`src/rtl/drive_sequencer.sv`:
```
// Drive sequencer: turns the three filtered line sensors into a drive state and ramps
// each wheel's duty and direction toward that state's targets once per control tick.
module drive_sequencer #(
  parameter int unsigned TICK_DIV     = 50000,
  parameter int unsigned FWD_DUTY     = 200,
  parameter int unsigned TURN_DUTY    = 120,
  parameter int unsigned SPIN_DUTY    = 100,
  parameter int unsigned RAMP_STEP    = 8,
  parameter int unsigned LOST_TICKS   = 200,
  parameter int unsigned SEARCH_TICKS = 3000
) (
  input  logic       clk,
  input  logic       rst,
  input  logic       enable,
  input  logic       sens_l,
  input  logic       sens_m,
  input  logic       sens_r,
  output logic [7:0] duty_l,
  output logic [7:0] duty_r,
  output logic       dir_l,
  output logic       dir_r,
  output logic [2:0] state,
  output logic       lost
);

  localparam int unsigned TICK_W   = (TICK_DIV > 1) ? $clog2(TICK_DIV) : 1;
  localparam int unsigned LOST_W   = $clog2(LOST_TICKS + 1);
  localparam int unsigned SEARCH_W = $clog2(SEARCH_TICKS + 1);

  localparam logic [7:0] FWD_D  = 8'(FWD_DUTY);
  localparam logic [7:0] TURN_D = 8'(TURN_DUTY);
  localparam logic [7:0] SPIN_D = 8'(SPIN_DUTY);
  localparam logic [7:0] STEP   = 8'(RAMP_STEP);

  typedef enum logic [2:0] {
    ST_IDLE   = 3'd0,
    ST_FOLLOW = 3'd1,
    ST_TURN_L = 3'd2,
    ST_TURN_R = 3'd3,
    ST_SEARCH = 3'd4,
    ST_STOP   = 3'd5
  } state_e;

  logic [TICK_W-1:0]   tick_cnt_q, tick_cnt_d;
  logic [LOST_W-1:0]   lost_cnt_q, lost_cnt_d;
  logic [SEARCH_W-1:0] search_cnt_q, search_cnt_d;
  state_e              state_q, state_d;
  logic                last_left_q, last_left_d;
  logic                lost_q, lost_d;
  logic [7:0]          duty_l_q, duty_l_d, duty_r_q, duty_r_d;
  logic                dir_l_q, dir_l_d, dir_r_q, dir_r_d;

  logic                tick_c;
  logic                any_c;
  state_e              dec_c;
  logic                tdir_l_c, tdir_r_c;
  logic [7:0]          tgt_l_c, tgt_r_c;

  // One wheel's ramp step: {dir, duty}. Direction only flips once duty has reached zero.
  function automatic logic [8:0] ramp(input logic dir, input logic [7:0] duty,
                                      input logic tdir, input logic [7:0] tgt);
    logic       n_dir;
    logic [7:0] n_duty;
    n_dir  = dir;
    n_duty = duty;
    if (dir != tdir) begin
      if (duty == 8'd0) n_dir = tdir;
      else if (duty > STEP) n_duty = duty - STEP;
      else n_duty = 8'd0;
    end else if (tgt > duty) begin
      n_duty = ((tgt - duty) > STEP) ? duty + STEP : tgt;
    end else if (tgt < duty) begin
      n_duty = ((duty - tgt) > STEP) ? duty - STEP : tgt;
    end
    return {n_dir, n_duty};
  endfunction

  assign tick_c = (tick_cnt_q == TICK_W'(TICK_DIV - 1));
  assign any_c  = sens_l | sens_m | sens_r;

  always_comb begin
    dec_c = ST_FOLLOW;
    if (sens_l && !sens_r) dec_c = ST_TURN_L;
    else if (!sens_l && sens_r) dec_c = ST_TURN_R;
  end

  // Next drive state and the lost / search counters.
  always_comb begin
    state_d      = state_q;
    lost_cnt_d   = lost_cnt_q;
    search_cnt_d = search_cnt_q;
    last_left_d  = last_left_q;
    tick_cnt_d   = tick_c ? '0 : tick_cnt_q + TICK_W'(1);
    if (tick_c) begin
      if (!enable) begin
        state_d      = ST_IDLE;
        lost_cnt_d   = '0;
        search_cnt_d = '0;
      end else begin
        case (state_q)
          ST_STOP: ;
          ST_IDLE: begin
            lost_cnt_d   = '0;
            search_cnt_d = '0;
            state_d      = any_c ? dec_c : ST_SEARCH;
          end
          ST_SEARCH: begin
            if (any_c) begin
              state_d      = dec_c;
              search_cnt_d = '0;
            end else begin
              search_cnt_d = search_cnt_q + SEARCH_W'(1);
              if (search_cnt_q == SEARCH_W'(SEARCH_TICKS - 1)) state_d = ST_STOP;
            end
          end
          default: begin
            if (any_c) begin
              state_d    = dec_c;
              lost_cnt_d = '0;
            end else if (lost_cnt_q == LOST_W'(LOST_TICKS - 1)) begin
              state_d      = ST_SEARCH;
              lost_cnt_d   = '0;
              search_cnt_d = '0;
            end else begin
              lost_cnt_d = lost_cnt_q + LOST_W'(1);
            end
          end
        endcase
      end
      if (state_d == ST_TURN_L) last_left_d = 1'b1;
      else if (state_d == ST_TURN_R) last_left_d = 1'b0;
    end
  end

  // Wheel targets for the state being entered; zero targets keep the current direction.
  always_comb begin
    tdir_l_c = dir_l_q;
    tdir_r_c = dir_r_q;
    tgt_l_c  = 8'd0;
    tgt_r_c  = 8'd0;
    case (state_d)
      ST_FOLLOW: begin
        tdir_l_c = 1'b1; tdir_r_c = 1'b1; tgt_l_c = FWD_D;  tgt_r_c = FWD_D;
      end
      ST_TURN_L: begin
        tdir_l_c = 1'b1; tdir_r_c = 1'b1; tgt_l_c = TURN_D; tgt_r_c = FWD_D;
      end
      ST_TURN_R: begin
        tdir_l_c = 1'b1; tdir_r_c = 1'b1; tgt_l_c = FWD_D;  tgt_r_c = TURN_D;
      end
      ST_SEARCH: begin
        tdir_l_c = !last_left_d;
        tdir_r_c = last_left_d;
        tgt_l_c  = SPIN_D;
        tgt_r_c  = SPIN_D;
      end
      default: ;
    endcase
  end

  always_comb begin
    {dir_l_d, duty_l_d} = {dir_l_q, duty_l_q};
    {dir_r_d, duty_r_d} = {dir_r_q, duty_r_q};
    if (tick_c) begin
      {dir_l_d, duty_l_d} = ramp(dir_l_q, duty_l_q, tdir_l_c, tgt_l_c);
      {dir_r_d, duty_r_d} = ramp(dir_r_q, duty_r_q, tdir_r_c, tgt_r_c);
    end
    lost_d = (state_d == ST_SEARCH) || (state_d == ST_STOP);
  end

  always_ff @(posedge clk) begin
    if (rst) begin
      tick_cnt_q   <= '0;
      lost_cnt_q   <= '0;
      search_cnt_q <= '0;
      state_q      <= ST_IDLE;
      last_left_q  <= 1'b1;
      lost_q       <= 1'b0;
      duty_l_q     <= 8'd0;
      duty_r_q     <= 8'd0;
      dir_l_q      <= 1'b1;
      dir_r_q      <= 1'b1;
    end else begin
      tick_cnt_q   <= tick_cnt_d;
      lost_cnt_q   <= lost_cnt_d;
      search_cnt_q <= search_cnt_d;
      state_q      <= state_d;
      last_left_q  <= last_left_d;
      lost_q       <= lost_d;
      duty_l_q     <= duty_l_d;
      duty_r_q     <= duty_r_d;
      dir_l_q      <= dir_l_d;
      dir_r_q      <= dir_r_d;
    end
  end

  assign duty_l = duty_l_q;
  assign duty_r = duty_r_q;
  assign dir_l  = dir_l_q;
  assign dir_r  = dir_r_q;
  assign state  = state_q;
  assign lost   = lost_q;

endmodule

```
`config.mk`:
```
export PLATFORM = sky130hd
export DESIGN_NAME = drive_sequencer
export DESIGN_NICKNAME = d
export VERILOG_FILES = /design/src/rtl/drive_sequencer.sv
export SDC_FILE = /design/constraint.sdc
export NUM_CORES = 1
export LEC_CHECK = 0
export CAP_MARGIN = 25
export CORE_ASPECT_RATIO = 0.5
export CORE_MARGIN = 2
export CORE_UTILIZATION = 45
export CTS_CLUSTER_SIZE = 40
export DETAILED_ROUTE_END_ITERATION = 8
export DONT_BUFFER_PORTS = 1
export GPL_ROUTABILITY_DRIVEN = 0
export PLACE_DENSITY = 0.74
export SLEW_MARGIN = 10
export SYNTH_ARGS = -nofsm -noshare
export SYNTH_HDL_FRONTEND = slang
export SYNTH_SLANG_ARGS = --single-unit
```
`constraint.sdc`:
```
create_clock -name clk -period 5.4 [get_ports clk]
set_input_delay 1.08 -clock clk [delete_from_list [all_inputs] [get_ports clk]]
set_output_delay 1.08 -clock clk [all_outputs]
set_load 0.1 [all_outputs]
```
==> out/metrics.cfg <==
[global_route]
met3_usage_pct = 2.76
grtUsageTotal_pct = 20.7
use_met1_pct = 28.9
antenna_found_initial = 0
grt_pass1_vias = 4458
grt.busiest_layer = met2
grt_pass1_wl_um = 21000
grt_max_degree = 19
grt_util_met2_pct = 33.6
grt_overflow = 0

[cells_and_area]
area_growth_pct = 10.9
drive_gt1_share_pct = 13.6
fill_cells = 1019
multi_input_area_sq_um = 3590
finalCoreUtilization_pct = 50.6
layout.nets = 693
antennaDiodeCount = 0
seqCellArea_sq_um = 1100

[synth]
ys_ff_latch = 55
synthArstFlopShare_pct = 0
synth.top_cell.area_share_pct = 22.2
synth_most_common_cell = nor2_1
ys_seq_area_share_pct = 22.2
netlist_top_cells_count = nor2_1 (71), dfxtp_1 (55), a21oi_1 (41), inv_1 (41), nand2_1 (40)
yosysUniqueCellTypes = 100
synthCells = 630
netlist_area_sq_um = 4960
ys.flop_type = dfxtp_1
ys_warn_count = 0
syn_avg_cell_area_sq_um = 7.88
yosysTopAreaCell = dfxtp_1
synth-edff-count = 0
synthTopCellsByArea = dfxtp_1 (22%), ha_1 (8.1%), nor2_1 (5.4%)

[flow_run]
max-cap-violations = 0

[routing]
postRouteAntennaNets = 0
routed-via-count = 4832
wl_per_cell_um = 15.6
drt_first_pass_iters = 5
drt-initial-drc-count = 365
vias_per_cell = 6.05
drc = 0
routed_wirelength_um = 12500

[place]
place_hpwl_um = 9390
io_buffers = 0

[die]
die_y_um = 78.3
die_area_sq_um = 11900
die_w_um = 153
ios = 28
start_util_pct = 45.6
rows = 27
core_sq_um = 10900

[worst_hold_path]
hp-class = reg -> reg

[worst_setup_path]
end_kind = register
cp_data_arrival_time_ns = 5.23
crit_fanout = 8
startpoint_type = input pin
crit_required_ns = 5.58
path_class = in -> reg

[cts]
cts_tree = built
numCtsBuffers = 5
root_buffer = clkbuf_16
clockBufferDepth = 2
h-tree-depth = 2
cts_setup_buffers = 0
clk_latency_ns = 0.29
cts.reportedPaths.clkPinSlew_ns = 0.07
cts_resized = 0
numClockSinks = 55
cts_hold_buf = 0

[sta]
maxSlewViolCount = 0
period_share_pct = 93.6
skew_ns = 0.00801
max_slew_margin_pct = 29.0
fmax_mhz = 198
tightest_slew_ns = 1.06
grt_setup_unrepaired = no
setup_viol = 0
setup_tns_ns = 0
period_needed_ns = 5.05
hold_viol_final = 0

[power_and_ir_drop]
powerDensity_nw_per_um2 = 138
vdd_ir_drop_max_mv = 0.116
power_uw = 758
p_leak_nw = 2.21

[status]
status = completed

## state kept, by name (all words and copies together), names as in the netlist
name / cells
search_cnt_q: 12
lost: 1
tick_cnt_q: 16
dir_r: 1
state: 3
last_left_q: 1
duty_l: 6
duty_r: 6
dir_l: 1
lost_cnt_q: 8
## worst max-delay path, stage by stage
cell	delay (ns)
nor3_2	0.41
nor2_1	0.16
o211ai_1	0.42
o21ai_2	0.20
o21ai_4	0.33
inv_4	0.13
ha_1	0.41
o21ai_0	0.23
a211oi_1	0.32
and2_1	0.17
a21oi_1	0.08
o41a_1	0.52
a32o_1	0.27
nand2_1	0.07
o41ai_1	0.07
a311o_1	0.36
## path summary, 6_finish.rpt
| path | startpoint | slack (ns) | cells past startpoint | end |
|---|---|---|---|---|
| hold / removal | tick_cnt_q[0] | 0.45 | 1 | tick_cnt_q[0] |
| hold reg to reg | tick_cnt_q[0] | 0.45 | 1 | tick_cnt_q[0] |
| setup / recovery | sens_r | 0.35 | 16 | duty_r[6] |
| setup reg to reg | lost_cnt_q[0] | 0.60 | 17 | duty_r[6] |
## cells by family (layout without fill, tap and decap cells)
group                    after synthesis  count (layout)  share of synthesized area (%)
AO/OA/AOI/OAI                        170             170                           24.8
XOR/XNOR                              35              35                           6.18
adder cells (fa/ha/maj)               34              34                           8.87
buffers and inverters                 64              85                           5.77
flip-flops                            55              55                           22.2
multiplexers                           7               7                           1.51
other                                  1               4                         0.0756
AND/OR/NAND/NOR                      264             264                           30.6
## placed cells by master, fill, tap and decap left out, types with 8 or more instances in the layout
| cell | count |
|---|---|
| nand2b_1 | 8 |
| o21ai_0 | 35 |
| nor3_1 | 21 |
| a31oi_1 | 9 |
| nor4_1 | 8 |
| nand3_1 | 31 |
| a211oi_1 | 9 |
| ha_1 | 32 |
| xor2_1 | 19 |
| inv_1 | 41 |
| nand4_1 | 15 |
| a21oi_1 | 41 |
| nor2_1 | 71 |
| nand2_1 | 40 |
| buf_4 | 26 |
| xnor2_1 | 16 |
| dfxtp_1 | 55 |
| or3_1 | 9 |
## stage by stage
step / cells / hold WS, ns / setup WS, ns / cell area [sq um]
finish: 799 / 0.450 / 0.346 / 5510
CTS: 797 / 0.457 / 0.456 / 5470
detailed placement: 789 / 0.447 / 0.165 / 5330
global placement: 783 / 0.433 / 0.284 / 5230
floorplan: 633 / 0.418 / 0.168 / 4970
global route: 799 / 0.487 / 0.126 / 5510
## final cells by class
type	count	area share (%)
Clock buffer	5	2.27
Timing Repair Buffer	34	5.95
Inverter	43	2.98
Tap cell	145	3.29
Multi-Input combinational cell	514	65.2
Clock inverter	3	0.273
Sequential cell	55	20.0
## layer usage
metal	wire [um]	share of wire, %
met5	0	0
met4	116	0.93
met3	765	6.1
met2	5470	44
met1	6110	49
## where the power goes
part | leakage [nW] | internal [mW] | switching, mW
combinational | 1.70 | 0.00629 | 0.0244
clock | 0.0733 | 0.170 | 0.149
sequential | 0.444 | 0.407 | 0.00144
total | 2.21 | 0.583 | 0.175
No activity file was read; power rests on OpenSTA's default activity.
